**src/rtl/flexpipe_pkg.sv**
```systemverilog
// Shared types for the flexpipe memory subsystem.
//   mem_req_t        : request beat presented to the memory arbiter
//   mem_resp_t       : response beat returned by the memory arbiter
//   pf_sched_state_t : prefetch_scheduler FSM states
// `REQ_ID_WIDTH sets the request/response id width; the arbiter owns the id MSB.

`ifndef REQ_ID_WIDTH
`define REQ_ID_WIDTH 8
`endif

package flexpipe_pkg;

  localparam int unsigned MemAddrW = 32;
  localparam int unsigned MemDataW = 32;

  typedef struct packed {
    logic [MemAddrW-1:0]      addr;
    logic [`REQ_ID_WIDTH-1:0] id;
    logic                     we;
    logic [2:0]               size;
  } mem_req_t;

  typedef struct packed {
    logic [MemDataW-1:0]      rdata;
    logic [`REQ_ID_WIDTH-1:0] id;
    logic                     last;
    logic                     err;
  } mem_resp_t;

  typedef enum logic [1:0] {
    IDLE,
    ISSUE,
    DRAIN,
    DONE
  } pf_sched_state_t;

endpackage

```
**src/rtl/pf_credit_counter.sv**
```systemverilog
// Saturating, underflow-guarded credit counter.
//   clk, rst_n : clock, synchronous active-low reset
//   inc, dec   : request one credit taken / one credit returned
//   count      : current credits in use (0..MAX)
//   full       : count == MAX; further inc is dropped unless a dec lands too
//   empty      : count == 0
//   underflow  : dec seen while empty (the dec is dropped)

module pf_credit_counter #(
  parameter int unsigned MAX = 8,
  parameter int unsigned W   = $clog2(MAX + 1)
) (
  input  logic         clk,
  input  logic         rst_n,
  input  logic         inc,
  input  logic         dec,
  output logic [W-1:0] count,
  output logic         full,
  output logic         empty,
  output logic         underflow
);

  logic [W-1:0] count_q, count_d;
  logic         dec_ok, inc_ok;

  assign full      = (count_q == W'(MAX));
  assign empty     = (count_q == '0);
  assign underflow = dec && empty;
  assign dec_ok    = dec && !empty;
  // A full counter may still take an inc in the same cycle a credit comes back.
  assign inc_ok    = inc && (!full || dec_ok);
  assign count     = count_q;

  always_comb begin
    count_d = count_q;
    unique case ({inc_ok, dec_ok})
      2'b10:   count_d = count_q + W'(1);
      2'b01:   count_d = count_q - W'(1);
      default: count_d = count_q;
    endcase
  end

  always_ff @(posedge clk) begin
    if (!rst_n) begin
      count_q <= '0;
    end else begin
      count_q <= count_d;
    end
  end

endmodule

```
**src/rtl/prefetch_scheduler.sv**
```systemverilog
// Tile prefetch sequencer feeding the low-priority prefetch port of the arbiter.
// Accepts a (base, lines) descriptor, issues one line read per request while the
// active core is idle and credits remain, waits for all last beats, then pulses
// tile_done (tile_aborted marks tiles cut short by abort).
//   clk, rst_n                    : clock, synchronous active-low reset
//   desc_valid/ready/base/lines   : tile descriptor handshake
//   abort                         : stop the current tile (ignored when idle)
//   active_idle                   : arbiter reports no active-core traffic
//   pf_req/_valid/_ready          : prefetch request channel
//   pf_resp/_valid                : response beats (credit returned on last)
//   busy, outstanding             : status
//   tile_done, tile_aborted       : completion pulse and its qualifier
//   spurious_resp                 : sticky, last beat seen with nothing in flight

`ifndef REQ_ID_WIDTH
`define REQ_ID_WIDTH 8
`endif

module prefetch_scheduler
  import flexpipe_pkg::*;
#(
  parameter int unsigned ADDR_W          = 32,
  parameter int unsigned LEN_W           = 16,
  parameter int unsigned LINE_BYTES      = 64,
  parameter int unsigned MAX_OUTSTANDING = 8,
  parameter int unsigned CNT_W           = $clog2(MAX_OUTSTANDING + 1)
) (
  input  logic              clk,
  input  logic              rst_n,
  input  logic              desc_valid,
  output logic              desc_ready,
  input  logic [ADDR_W-1:0] desc_base,
  input  logic [LEN_W-1:0]  desc_lines,
  input  logic              abort,
  input  logic              active_idle,
  output mem_req_t          pf_req,
  output logic              pf_req_valid,
  input  logic              pf_req_ready,
  input  mem_resp_t         pf_resp,
  input  logic              pf_resp_valid,
  output logic              busy,
  output logic [CNT_W-1:0]  outstanding,
  output logic              tile_done,
  output logic              tile_aborted,
  output logic              spurious_resp
);

  localparam int unsigned LineShift = $clog2(LINE_BYTES);
  localparam int unsigned IdLowW    = `REQ_ID_WIDTH - 1;

  pf_sched_state_t state_q, state_d;

  logic [ADDR_W-1:0]        base_q;
  logic [LEN_W-1:0]         lines_q, issued_q, issued_inc;
  logic                     abort_q, hold_q, spurious_q;
  logic                     desc_hs, launch, req_valid, req_hs, resp_last, drain_zero;
  logic                     credit_full, credit_empty, credit_underflow;
  logic [ADDR_W-1:0]        addr_calc;
  logic [`REQ_ID_WIDTH-1:0] id_calc;

  // Response payload is only inspected for the last flag.
  logic unused_resp;
  assign unused_resp = ^{pf_resp.rdata, pf_resp.id, pf_resp.err};

  assign desc_hs    = desc_valid && desc_ready;
  assign resp_last  = pf_resp_valid && pf_resp.last;
  assign issued_inc = issued_q + LEN_W'(1);

  // A fresh request only starts when nothing is pending; a pending one is held
  // (hold_q) regardless of credits, active_idle or abort.
  assign launch    = (state_q == ISSUE) && !hold_q && !credit_full && active_idle &&
                     (issued_q < lines_q) && !abort_q;
  assign req_valid = (state_q == ISSUE) && (hold_q || launch);
  assign req_hs    = req_valid && pf_req_ready;

  // Request fields derive from registered state only, so they stay stable while held.
  assign addr_calc = base_q + (ADDR_W'(issued_q) << LineShift);
  assign id_calc   = {1'b0, IdLowW'(issued_q)};

  // Outstanding reaching zero this cycle (DRAIN never issues, so only a dec matters).
  assign drain_zero = credit_empty || ((outstanding == CNT_W'(1)) && resp_last);

  pf_credit_counter #(
    .MAX(MAX_OUTSTANDING),
    .W  (CNT_W)
  ) u_credit (
    .clk      (clk),
    .rst_n    (rst_n),
    .inc      (req_hs),
    .dec      (resp_last),
    .count    (outstanding),
    .full     (credit_full),
    .empty    (credit_empty),
    .underflow(credit_underflow)
  );

  // FSM state register.
  always_ff @(posedge clk) begin
    if (!rst_n) begin
      state_q <= IDLE;
    end else begin
      state_q <= state_d;
    end
  end

  // FSM next state.
  always_comb begin
    state_d = state_q;
    unique case (state_q)
      IDLE: begin
        if (desc_hs) begin
          state_d = (desc_lines == '0) ? DONE : ISSUE;
        end
      end
      ISSUE: begin
        if ((req_hs && (issued_inc == lines_q)) || (abort_q && !req_valid)) begin
          state_d = DRAIN;
        end
      end
      DRAIN: begin
        if (drain_zero) begin
          state_d = DONE;
        end
      end
      DONE:    state_d = IDLE;
      default: state_d = IDLE;
    endcase
  end

  // FSM outputs.
  always_comb begin
    desc_ready   = 1'b0;
    busy         = 1'b0;
    tile_done    = 1'b0;
    tile_aborted = 1'b0;
    pf_req_valid = 1'b0;
    pf_req       = '0;
    unique case (state_q)
      IDLE: desc_ready = rst_n;  // held low while reset is asserted
      ISSUE: begin
        busy         = 1'b1;
        pf_req_valid = req_valid;
        if (req_valid) begin
          pf_req.addr = MemAddrW'(addr_calc);
          pf_req.id   = id_calc;
        end
      end
      DRAIN: busy = 1'b1;
      DONE: begin
        busy         = 1'b1;
        tile_done    = 1'b1;
        tile_aborted = abort_q;
      end
      default: busy = 1'b0;
    endcase
  end

  assign spurious_resp = spurious_q;

  // Tile datapath and flags.
  always_ff @(posedge clk) begin
    if (!rst_n) begin
      base_q     <= '0;
      lines_q    <= '0;
      issued_q   <= '0;
      abort_q    <= 1'b0;
      hold_q     <= 1'b0;
      spurious_q <= 1'b0;
    end else begin
      if (desc_hs && (desc_lines != '0)) begin
        base_q   <= desc_base;
        lines_q  <= desc_lines;
        issued_q <= '0;
      end else if (req_hs) begin
        issued_q <= issued_inc;
      end
      hold_q <= req_valid && !pf_req_ready;
      if (state_q == DONE) begin
        abort_q <= 1'b0;
      end else if (abort && ((state_q == ISSUE) || (state_q == DRAIN))) begin
        abort_q <= 1'b1;
      end
      spurious_q <= spurious_q || credit_underflow;
    end
  end

endmodule

```
**config.mk**
```make
export PLATFORM = sky130hd
export DESIGN_NAME = prefetch_scheduler
export DESIGN_NICKNAME = d
export VERILOG_FILES = /design/src/rtl/flexpipe_pkg.sv /design/src/rtl/pf_credit_counter.sv /design/src/rtl/prefetch_scheduler.sv
export SDC_FILE = /design/constraint.sdc
export NUM_CORES = 1
export LEC_CHECK = 0
export CAP_MARGIN = 20
export CORE_MARGIN = 2
export CORE_UTILIZATION = 30
export DETAILED_ROUTE_END_ITERATION = 7
export GPL_ROUTABILITY_DRIVEN = 0
export PLACE_DENSITY = 0.65
export SYNTH_ARGS = -nofsm -noshare
export SYNTH_HDL_FRONTEND = slang
export SYNTH_HIERARCHICAL = 1
export SYNTH_SLANG_ARGS = --single-unit
```
**constraint.sdc**
```tcl
create_clock -name clk -period 4.1 [get_ports clk]
set_input_delay 0.82 -clock clk [delete_from_list [all_inputs] [get_ports clk]]
set_output_delay 0.82 -clock clk [all_outputs]
set_load 0.1 [all_outputs]
```
==> impl_metrics.json <==
{
  "hpwlAfterDp_um": 11260,
  "path_clk_slew_ns": 0.06,
  "setup_ws_ns": 0.1686,
  "drive_gt1_share_pct": 14.70,
  "numCtsBuffers": 9,
  "worstMarginPinSlew_ns": 0.9888,
  "grt_pass1_wl_um": 24360,
  "switching_share_pct": 34.46,
  "postSynthAreaPerCell_um2": 7.654,
  "final_nets": 924,
  "grt_overflow_total": 0,
  "antenna_found_initial": 0,
  "final_common_cell": "nand2_1",
  "fmax_mhz": 254.4,
  "synth_cell_types": 64,
  "finalClockSkew_ns": 0.002595,
  "clock-sinks": 73,
  "hold_viol_final": 0,
  "wl_per_cell_um": 14.61,
  "ctsHoldBuffers": 0,
  "dp_slack_ns": 0.2357,
  "die_area_um2": 18500,
  "ys_ff_latch": 73,
  "post-route-drc-count": 0,
  "portBuffers": 104,
  "root_buffer": "clkbuf_16",
  "sequentialPowerShare_pct": 33.3,
  "status": "finished, final reports clean",
  "gr-usage-met1_pct": 22.39,
  "register_area_um2": 1465,
  "endpoint_kind": "output port",
  "die_h_um": 136.0,
  "grt_setup_unrepaired": "no",
  "layout_min_cycle_time_ns": 3.931,
  "setup.worst_path.class": "flip-flop to output port",
  "worstPathMaxFanout": 5,
  "diodes": 0,
  "yosysSeqAreaShare_pct": 27.96,
  "dr.pass1.iters": 4,
  "fillCellCount": 1740,
  "synth_top_area_share_pct": 27.96,
  "std_cell_rows": 48,
  "clkLatencyLatePin_ns": 0.34,
  "drt_iter0_drc": 322,
  "drt_wl_total_um": 14820,
  "required_ns": 3.28,
  "powerDensity_nw_per_um2": 341.8,
  "p_int_mw": 1.661,
  "dieWidth_um": 136.0,
  "setup_viol": 0,
  "via_per_inst": 4.918,
  "min_path_type": "flip-flop to flip-flop",
  "busiest_layer": "met2",
  "postSynthCellCount": 683,
  "vias": 4987,
  "ys_top_cells_by_area": "dfxtp_1, ha_1, nand2_1",
  "ant_nets": 0,
  "synth_edf_count": 0,
  "ys.flop_type": "dfxtp_1",
  "track_usage_pct": 16.70,
  "cts_tree": "built",
  "combPwrFrac_pct": 31.5,
  "p_leak_nw": 2.756,
  "start_util_pct": 30.43,
  "io-pin-count": 151,
  "switching_power_mw": 0.8732,
  "syn_area_um2": 5228,
  "finalMaxSlewViolations": 0,
  "cp-start-kind": "flip-flop",
  "cap_violations": 0,
  "area_delta_synth_final_pct": 41.81,
  "cts_max_path_buffers": 2,
  "multi_input_area_um2": 3577,
  "p_clk_share_pct": 35.2,
  "final_cell_area_um2": 7413,
  "htreeDepth": 3,
  "fin_crit_sh_pct": 95.89,
  "grt_max_degree": 55,
  "use_met3_pct": 4.474,
  "yosys_warnings": 6,
  "layout_common_cells": "nand2_1, dfxtp_1, clkdlybuf4s50_1, a21boi_0, nor2_1",
  "place_area_um2": 7017,
  "vdd_drop_max_mv": 0.3223,
  "cp.arrival_ns": 3.11,
  "async_flop_share_pct": 0,
  "core_area_um2": 17180,
  "met2_usage_pct": 26.63,
  "grt_pass1_vias": 4823,
  "yosysTopAreaCell": "dfxtp_1",
  "slew_headroom_pct": 33.88
}
## routing by layer
metal | share of wire, % | vias up
li1 | - | 2557
met1 | 47 | 2288
met2 | 45 | 128
met3 | 6.2 | 14
met4 | 1.3 | 0
met5 | 0 | -
## flip-flops by register name (all words and copies together), names as in the netlist
register        cells
base_q             32
state_q             2
hold_q              1
u_credit/count      4
spurious_resp       1
abort_q             1
lines_q            16
issued_q           16
## worst max-delay path: stages (launching register included)
cell       delay (ns)
dfxtp_1          0.36
ha_1             0.23
fa_2             0.40
a211oi_4         0.29
o21ai_2          0.11
a2111oi_2        0.36
buf_4            0.17
o31a_1           0.19
a21oi_4          0.10
nand4_1          0.12
xor2_1           0.20
nor2_2           0.07
buf_12           0.17
## timing repair
| action | 4_1_cts | 5_1_grt |
|---|---|---|
| pin swaps | 1 | 3 |
| endpoints found under the setup margin | 5 | 18 |
| buffers inserted | 0 | 1 |
| resized for setup | 3 | 8 |
| cloned | 0 | 0 |
## synthesized netlist by cell type (7+ instances only)
| library cell | number |
|---|---|
| nor4_1 | 7 |
| or3_1 | 9 |
| xor2_1 | 23 |
| a21o_1 | 7 |
| a21boi_0 | 49 |
| and2_1 | 22 |
| dfxtp_1 | 73 |
| buf_4 | 8 |
| nand3_1 | 23 |
| nor2_1 | 58 |
| inv_1 | 32 |
| ha_1 | 40 |
| a21oi_1 | 33 |
| xnor2_1 | 25 |
| a211oi_1 | 7 |
| clkbuf_1 | 26 |
| nor3_1 | 9 |
| nand2_1 | 116 |
| o21ai_0 | 28 |
## layout make-up
type                            instances  area share, %
Inverter                               32          1.620
Clock buffer                            9          3.038
Multi-Input combinational cell        542          48.25
Sequential cell                        73          19.76
Clock inverter                          6          1.451
Timing Repair Buffer                  127          22.08
Tap cell                              225          3.797
## path summary, 6_finish.rpt
path / start / endpoint / slack [ns] / depth (start not counted)
worst max register to register: lines_q[10]$_SDFFE_PN0P_ / u_credit/count[3]$_SDFFE_PN0P_ / 0.61 / 16
worst max-delay path: issued_q[0]$_SDFFE_PP0P_ / pf_req[42] / 0.17 / 12
worst min-delay path: base_q[1]$_SDFFE_PN0P_ / base_q[1]$_SDFFE_PN0P_ / 0.46 / 2
worst min register to register: base_q[1]$_SDFFE_PN0P_ / base_q[1]$_SDFFE_PN0P_ / 0.46 / 2
## cell families after synthesis
| logic type | share of synthesized area [%] |
|---|---|
| and+or+nand+nor | 25.68 |
| AOI/OAI and AO/OA | 20.99 |
| DFF | 27.96 |
| buffers and inverters | 5.864 |
| xor gates and xnor gates | 8.042 |
| adders and majority gates | 10.34 |
| muxes | 1.053 |
| other | 0.07174 |
## per-stage QoR
stage               instances  power [mW]  hold WS (ns)  setup TNS (ns)  util, %
floorplan                 687       1.393        0.4388         -0.1877        -
global placement          997       1.642        0.4351               0    40.85
detailed placement        997       1.651        0.4480               0    40.85
CTS                      1012       2.557        0.4624               0    42.85
global route             1014       2.672        0.4829               0    43.16
finish                   1014       2.534        0.4582               0    43.16
## power by group through the flow
stage	sequential, mW	combinational [mW]	clock [mW]
final	0.844	0.798	0.893
after global routing	0.855	0.871	0.946
after global placement	0.857	0.785	0
after CTS	0.844	0.796	0.917
after detailed placement	0.859	0.792	0
after floorplan	0.866	0.526	0
Power figures use the tool's default switching activity.
